`config.mk`:
```
export PLATFORM = sky130hd
export DESIGN_NAME = popeye_dl_sequencer
export DESIGN_NICKNAME = d
export VERILOG_FILES = /design/src/rtl/popeye_dl_sequencer.sv
export SDC_FILE = /design/constraint.sdc
export NUM_CORES = 1
export LEC_CHECK = 0
export CORE_MARGIN = 10
export CORE_UTILIZATION = 45
export DETAILED_ROUTE_END_ITERATION = 10
export PLACE_DENSITY = 0.8
export RECOVER_POWER = 25
export SLEW_MARGIN = 5
export SYNTH_ARGS = -nofsm -noshare
export SYNTH_HDL_FRONTEND = slang
export SYNTH_SLANG_ARGS = --single-unit
export TNS_END_PERCENT = 10
```
`constraint.sdc`:
```
create_clock -name clk_sys -period 4.8 [get_ports clk_sys]
set_clock_uncertainty 0.05 [all_clocks]
set_input_delay 0.72 -clock clk_sys [delete_from_list [all_inputs] [get_ports clk_sys]]
set_output_delay 0.72 -clock clk_sys [all_outputs]
set_load 0.05 [all_outputs]
```
`src/rtl/popeye_dl_sequencer.sv`:
```
// popeye_dl_sequencer
// Steers the hps_io download stream into the Popeye core. Index-0 bytes go to one of
// four ROM regions. Index-254 bytes land in the DIP latches, and index-1 bytes land in
// the mod latch. The block also owns the core reset: the core is held in reset during a
// ROM download, and for a fixed settle time after a download or a user reset.
module popeye_dl_sequencer #(
    parameter logic [16:0] R1_BASE     = 17'h08000,
    parameter logic [16:0] R2_BASE     = 17'h0A000,
    parameter logic [16:0] R3_BASE     = 17'h12000,
    parameter logic [16:0] ROM_END     = 17'h12340,
    parameter int unsigned WR_CYCLES   = 2,
    parameter logic [15:0] RST_STRETCH = 16'd1024
) (
    input  logic        clk_sys,
    input  logic        reset_n,
    input  logic        ioctl_download,
    input  logic [7:0]  ioctl_index,
    input  logic        ioctl_wr,
    input  logic [24:0] ioctl_addr,
    input  logic [7:0]  ioctl_dout,
    output logic        ioctl_wait,
    input  logic        user_reset,
    output logic [3:0]  rom_we,
    output logic [16:0] rom_addr,
    output logic [7:0]  rom_data,
    output logic [63:0] sw,
    output logic [7:0]  mod,
    output logic        core_reset,
    output logic        dl_active,
    output logic        dl_short,
    output logic        dl_err
);

    typedef enum logic [2:0] {HOLD, RUN, LOAD, USER, SETTLE} state_e;

    localparam logic [3:0] WR_LAST = 4'(WR_CYCLES - 1);

    state_e      state_q, state_d;
    logic [15:0] stretch_q, stretch_d;
    logic        dlShort_d;
    logic        coreReset_q, dlActive_q, dlShort_q, dlErr_q;
    logic [16:0] byteCnt_q;
    logic [3:0]  romWe_q;
    logic [16:0] romAddr_q;
    logic [7:0]  romData_q;
    logic        romWait_q;
    logic [3:0]  wrCnt_q;
    logic [63:0] sw_q;
    logic [7:0]  mod_q;

    logic        romDownload, loadEntry, romStrobe, inRange;
    logic        accept, outOfRange, busyHit;
    logic [16:0] lowAddr, regionBase;
    logic [1:0]  regionSel;

    assign romDownload = ioctl_download && (ioctl_index == 8'd0);
    assign lowAddr     = ioctl_addr[16:0];
    assign romStrobe   = ioctl_wr && (ioctl_index == 8'd0) && (state_q == LOAD);
    assign inRange     = (ioctl_addr[24:17] == 8'd0) && (lowAddr < ROM_END);
    assign accept      = romStrobe && !romWait_q && inRange;
    assign outOfRange  = romStrobe && !romWait_q && !inRange;
    assign busyHit     = romStrobe && romWait_q;
    assign loadEntry   = (state_d == LOAD) && (state_q != LOAD);

    // Next-state logic for the reset sequencer; a ROM download always wins over a user reset
    always_comb begin
        state_d   = state_q;
        stretch_d = stretch_q;
        dlShort_d = dlShort_q;
        case (state_q)
            HOLD: begin
                state_d   = SETTLE;
                stretch_d = RST_STRETCH;
            end
            RUN: begin
                if (romDownload) begin
                    state_d = LOAD;
                end else if (user_reset) begin
                    state_d = USER;
                end
            end
            LOAD: begin
                if (!romDownload) begin
                    state_d   = SETTLE;
                    stretch_d = RST_STRETCH;
                    dlShort_d = (byteCnt_q < ROM_END);
                end
            end
            USER: begin
                if (romDownload) begin
                    state_d = LOAD;
                end else if (!user_reset) begin
                    state_d   = SETTLE;
                    stretch_d = RST_STRETCH;
                end
            end
            SETTLE: begin
                if (romDownload) begin
                    state_d = LOAD;
                end else if (user_reset) begin
                    state_d = USER;
                end else if (stretch_q <= 16'd1) begin
                    state_d   = RUN;
                    stretch_d = 16'd0;
                end else begin
                    stretch_d = stretch_q - 16'd1;
                end
            end
            default: state_d = HOLD;
        endcase
        if (loadEntry) begin
            dlShort_d = 1'b0;
        end
    end

    // Sequencer state and its registered outputs, which are derived from the upcoming state
    always_ff @(posedge clk_sys or negedge reset_n) begin
        if (!reset_n) begin
            state_q     <= HOLD;
            stretch_q   <= 16'd0;
            coreReset_q <= 1'b1;
            dlActive_q  <= 1'b0;
            dlShort_q   <= 1'b0;
        end else begin
            state_q     <= state_d;
            stretch_q   <= stretch_d;
            coreReset_q <= (state_d != RUN);
            dlActive_q  <= (state_d == LOAD);
            dlShort_q   <= dlShort_d;
        end
    end

    // Region decode: the highest base not above the address selects the region
    always_comb begin
        regionSel  = 2'd0;
        regionBase = 17'd0;
        if (lowAddr >= R3_BASE) begin
            regionSel  = 2'd3;
            regionBase = R3_BASE;
        end else if (lowAddr >= R2_BASE) begin
            regionSel  = 2'd2;
            regionBase = R2_BASE;
        end else if (lowAddr >= R1_BASE) begin
            regionSel  = 2'd1;
            regionBase = R1_BASE;
        end
    end

    // ROM write engine: holds a one-hot strobe for WR_CYCLES clocks and tracks count/errors
    always_ff @(posedge clk_sys or negedge reset_n) begin
        if (!reset_n) begin
            romWe_q   <= 4'd0;
            romAddr_q <= 17'd0;
            romData_q <= 8'd0;
            romWait_q <= 1'b0;
            wrCnt_q   <= 4'd0;
            byteCnt_q <= 17'd0;
            dlErr_q   <= 1'b0;
        end else begin
            if (accept) begin
                romWe_q   <= 4'b0001 << regionSel;
                romAddr_q <= lowAddr - regionBase;
                romData_q <= ioctl_dout;
                romWait_q <= 1'b1;
                wrCnt_q   <= WR_LAST;
            end else if (romWe_q != 4'd0) begin
                if (wrCnt_q == 4'd0) begin
                    romWe_q   <= 4'd0;
                    romWait_q <= 1'b0;
                end else begin
                    wrCnt_q <= wrCnt_q - 4'd1;
                end
            end

            if (loadEntry) begin
                byteCnt_q <= 17'd0;
            end else if ((accept || outOfRange) && (byteCnt_q != 17'h1FFFF)) begin
                byteCnt_q <= byteCnt_q + 17'd1;
            end

            if (loadEntry) begin
                dlErr_q <= 1'b0;
            end else if (outOfRange || busyHit) begin
                dlErr_q <= 1'b1;
            end
        end
    end

    // DIP and mod latches accept bytes in any state and are cleared only by reset_n
    always_ff @(posedge clk_sys or negedge reset_n) begin
        if (!reset_n) begin
            sw_q  <= 64'd0;
            mod_q <= 8'd0;
        end else begin
            if (ioctl_wr && (ioctl_index == 8'd254) && (ioctl_addr[24:3] == 22'd0)) begin
                sw_q[{ioctl_addr[2:0], 3'b000} +: 8] <= ioctl_dout;
            end
            if (ioctl_wr && (ioctl_index == 8'd1)) begin
                mod_q <= ioctl_dout;
            end
        end
    end

    assign ioctl_wait = romWait_q;
    assign rom_we     = romWe_q;
    assign rom_addr   = romAddr_q;
    assign rom_data   = romData_q;
    assign sw         = sw_q;
    assign mod        = mod_q;
    assign core_reset = coreReset_q;
    assign dl_active  = dlActive_q;
    assign dl_short   = dlShort_q;
    assign dl_err     = dlErr_q;

endmodule

```
=== Word-level counts from Yosys, hierarchy flattened ===
Index checks and enable logic that the tools add are counted.

* Add/subtract/negate cells: 5
* $mul: 0
* Div/mod/pow operators: 0
* $lt $le $gt $ge: 6
* Equality and inequality tests: 17
* Shift-type cells: 3
* Muxes and demuxes: 39
* Bitwise gates (word level): 0
* Reduce and logical (&&, ||, !) cells: 33

{| class="wikitable"
|+ Operator list
! operator !! count
|-
| $mux W16 || 8
|-
| $bwmux W64 || 1
|-
| $pmux W16 S4 || 1
|-
| $shift A8 B8 Y64 const A || 1
|-
| $shiftx A8 B8 Y64 || 1
|-
| $mux W17 || 3
|-
| $ge A17 B16 Y1 const B || 2
|-
| $lt A17 B17 Y1 const B || 2
|-
| $mux W3 || 8
|-
| $mux W4 || 6
|-
| $logic_not A22 Y1 || 1
|-
| $add A17 B1 Y17 const B || 1
|-
| $ge A17 B17 Y1 const B || 1
|-
| $ne A17 B17 Y1 const B || 1
|-
| $sub A17 B17 Y17 || 1
|-
| $le A16 B1 Y1 const B || 1
|-
| $logic_not A8 Y1 || 2
|-
| $sub A16 B1 Y16 const B || 1
|-
| $pmux W3 S5 || 1
|-
| $logic_and A1 B1 Y1 || 13
|-
| $ne A2 B2 Y1 const B || 6
|-
| $reduce_bool A2 Y1 || 5
|-
| $eq A3 B2 Y1 const B || 3
|-
| $mux W1 || 9
|-
| 18 further kinds || 24
|}

* Bits in registers: 146
* Latch bits: 0
* Bits in writable memories: 0
* Memory bits (read-only): 0
* Input port bits: 46
* Output and inout bits: 106
* Word-level logic and storage cells: 117
* Memories: 0

=== Longest topological paths before layout ===
* Word-level depth: 9
* Gate-level depth with buffers: 9
* Depth with buffers taken out: 8

=== Worst setup path before layout ===
Ideal clock, no wire load.

* Kind: in2reg
* From: in ioctl_addr[0]
* To: reg sw_q[0] (netlist: sw[0])
* Library setup time: 0.125 ns
* Arrival time: 2.855 ns
* Path slack: 1.770 ns
* Stages on the path: 9
* Buffers on the path: 2
* Cells stage by stage: clkbuf_1 inv_1 ha_1 ha_1 clkbuf_1 nor3b_1 nand2_1 nor4_2 mux2_2

* Longest elaborated chain between the ends: 3

{| class="wikitable"
|+ RTL lines
! what !! line !! source
|-
| from (decl) || 19 || <nowiki>input logic [24:0] ioctl_addr,</nowiki>
|-
| $neg A6 Y8 (*) || 196 || <nowiki>sw_q[{ioctl_addr[2:0], 3'b000} +: 8] <= ioctl_dout;</nowiki>
|-
| $shiftx A8 B8 Y64 / $shift A8 B8 Y64 (equally long branches) || 196 ||
|-
| $bwmux W64 (*) || 196 ||
|-
| to (signal, indexed assignment) || 196 ||
|-
| to (decl) || 48 || <nowiki>logic [63:0] sw_q;</nowiki>
|}

Every way passes the cells marked *; elsewhere a longest branch is shown, timed or not.
A chain may end at the register's enable or synchronous reset.

=== Worst setup path after layout ===
* From: in ioctl_addr[0]
* To: reg sw_q[6] (netlist: sw[6])

Same word-level chain as after synthesis.

==> impl_metrics.ini <==
[status]
status = finished with violations
failed_checks = capacitance limit, slew limit

[synthesis]
synth_cell_type_count = 56
synth_nets = 670
syn_area_sq_um = 6740
yosysSeqAreaShare = 0.543
yosysWarnings = 0
synth_common_cells = dfrtp_1, nand2_1, mux2_2
ys_seq_elements = 146
synth_cells = 610
ys.flop_type = dfrtp_1
yosys.cell_count.top_type = dfrtp_1
synth_largest_area_cell = dfrtp_1
yosysTopAreaCellShare = 0.539
syn_area_per_cell_sq_um = 11.0
synth_async_sr_flop_share = 1.00
synth_enable_flop_cells = 0
synth_area_leaders = dfrtp_1, mux2_2, nand2_1

[layout]
syn_to_final_growth_pct = 33.9
stdcell_count = 960
drive_gt1_frac = 0.164
insertedDiodeCount = 0
final_nets = 824
seqCellArea_sq_um = 3650
finish.utilization = 0.618
multi_input_area_sq_um = 2970
fillCellCount = 1089

[power_and_ir_drop]
peakVddDrop_mv = 0.290
seqPwrFrac = 0.424
p_clk_frac = 0.401
pwr-share-comb = 0.175
swShare = 0.289
p_sw_uw = 937
cellPowerDensity_nw_per_um2 = 360
p_leak_nw = 4.11
p_int_mw = 2.31

[sta]
final_hold_viol_count = 0
post-route-min-period_ps = 3390
setup_tns_ps = 0
worst_pin_slew_ps = 2680
fin_crit_sh = 0.706
rsz0062_at_grt = no
max_freq_ghz = 0.295
drv_slew = 110
max-slew-margin-rel = -0.785
setup_viol = 0
whs_ps = 431

[worst_setup_path]
crit_path_max_fanout = 14
crit_slowest_cell = clkdlybuf4s50_1
cp-end-kind = flop
worst-setup-path-type = primary input to flop
max_stage_delay_ps = 710
arrival_ps = 3640
path_cells = clkdlybuf4s50_1, inv_1, ha_1, ha_1, nor3b_1, nand2_1, nor4_2, mux2_2
cpMostUsedCell = ha_1
start_kind = primary input
cp.required_ps = 5050

[placement]
io_buffers = 151
dp_hpwl_microns = 14100
dp.cells = 929
place_congestion = 0.830

[detailed_routing]
viasPerCell = 5.58
firstDrtPassIters = 5
drc_errors = 0
drt_first_iter_violations = 262
drt_wl_total_microns = 18900
drtAntennaViolNets = 0
vias = 5358
wl_per_cell_microns = 19.7

[global_route]
grt_pass1_vias = 5464
grt_pass1_wl_microns = 29800
grt_start_max_net_pins = 110
grtUsageTotal = 0.184
antenna_found_initial = 0
grt_overflow = 0

[die]
initial_core_util = 0.462
die_area_sq_um = 20300
core_sq_um = 14600
fp.dieH_microns = 142
io_pins = 152
row_count = 44
fp.dieW_microns = 142

[job]
cap_violations = 1

[min_path]
hold_path.class = flop to flop

[clock_tree]
clk_pin_slew_worst_paths_ps = 60
cts-root-buf = clkbuf_16
cts_made_buffers = 17
clk_path_buf_depth = 2
cts_hold_buf = 0
cts_setup_buffers = 0
cts_max_level = 4
clock_sinks = 146
insertion_delay_ps = 420
tritoncts = yes
post_cts_resized = 0
==> metal layers <==
metal  GRT usage  up-vias  wire length, microns
li1            -     2474                     -
met1       0.215     2699                  7540
met2       0.317      161                  9660
met3      0.0504       24                  1340
met4      0.0666        0                   346
met5           0        -                     0
==> final timing paths <==
kind	start	slack [ps]	endpoint	cells past startpoint
max	ioctl_addr[0]	1410	sw[6]	8
min	rom_data[6]	430	rom_data[6]	2
max reg2reg	byteCnt_q[4]	2270	byteCnt_q[14]	8
min reg2reg	rom_data[6]	430	rom_data[6]	2
max in group asynchronous	reset_n	1940	mod[4]	2
min in group asynchronous	reset_n	1100	sw[48]	1
==> through the flow <==
step	cell area [sq um]	worst slack, ps	total power [mW]
floorplan	6740	1770	1.76
global placement	8440	1170	1.93
detailed placement	8440	984	1.96
CTS	9020	1440	3.26
global route	9020	1190	3.40
finish	9020	1410	3.25
==> cells by family (layout without fill, tap and decap cells) <==
| logic type | count (synthesis) | count (layout) | synth area share |
|---|---|---|---|
| buffers and inverters | 32 | 198 | 0.0186 |
| muxes | 73 | 73 | 0.122 |
| adders and majority gates | 14 | 14 | 0.0260 |
| AOI/OAI and AO/OA | 74 | 74 | 0.0682 |
| xor gates and xnor gates | 17 | 17 | 0.0221 |
| DFF | 146 | 146 | 0.543 |
| and+or+nand+nor | 254 | 254 | 0.200 |
==> flip-flops by register name, indices dropped and copies added (netlist names) <==
| signal | cells |
|---|---|
| rom_we | 4 |
| rom_addr | 17 |
| state_q | 3 |
| wrCnt_q | 4 |
| core_reset | 1 |
| rom_data | 8 |
| ioctl_wait | 1 |
| dl_short | 1 |
| stretch_q | 16 |
| byteCnt_q | 17 |
| dl_active | 1 |
| dl_err | 1 |
| mod | 8 |
| sw | 64 |
==> final cells by class <==
type	instances	area share
tap	184	0.0255
multi-input combinational	432	0.329
inverter	13	0.00541
sequential	146	0.405
timing repair buffer	154	0.170
clock inverter	12	0.0148
clock buffer	19	0.0502
==> worst max-delay path, delay by kind of cell <==
family	cells	cell delay, ps
fa+ha+maj	2	620
simple gates	3	990
mux	1	420
buf+inv	2	870
==> power by group through the flow <==
stage / logic [mW] / clock network [mW] / registers [mW]
floorplan: 0.360 / 0 / 1.41
global placement: 0.545 / 0 / 1.39
finish: 0.567 / 1.30 / 1.38
CTS: 0.570 / 1.32 / 1.37
global route: 0.632 / 1.38 / 1.39
detailed placement: 0.567 / 0 / 1.39
==> layout by cell type, fill, tap and decap left out, drive strengths merged, types with 4 or more instances in the layout <==
cell type,netlist,final
clkdlybuf4s50,0,150
dfrtp,145,145
nand2,91,91
mux2,73,73
nor2,32,32
o21ai,26,26
a21oi,24,24
nand3,23,23
and2,21,21
clkbuf,15,20
xor2,14,14
ha,14,14
inv,13,14
or3,13,13
nor3,13,13
nand4,12,12
and3,10,10
nor4,9,9
or4,6,6
clkinvlp,0,5
nor3b,4,4
nor4b,4,4
nand3b,4,4
clkinv,0,4
Power figures use the tool's default switching activity.
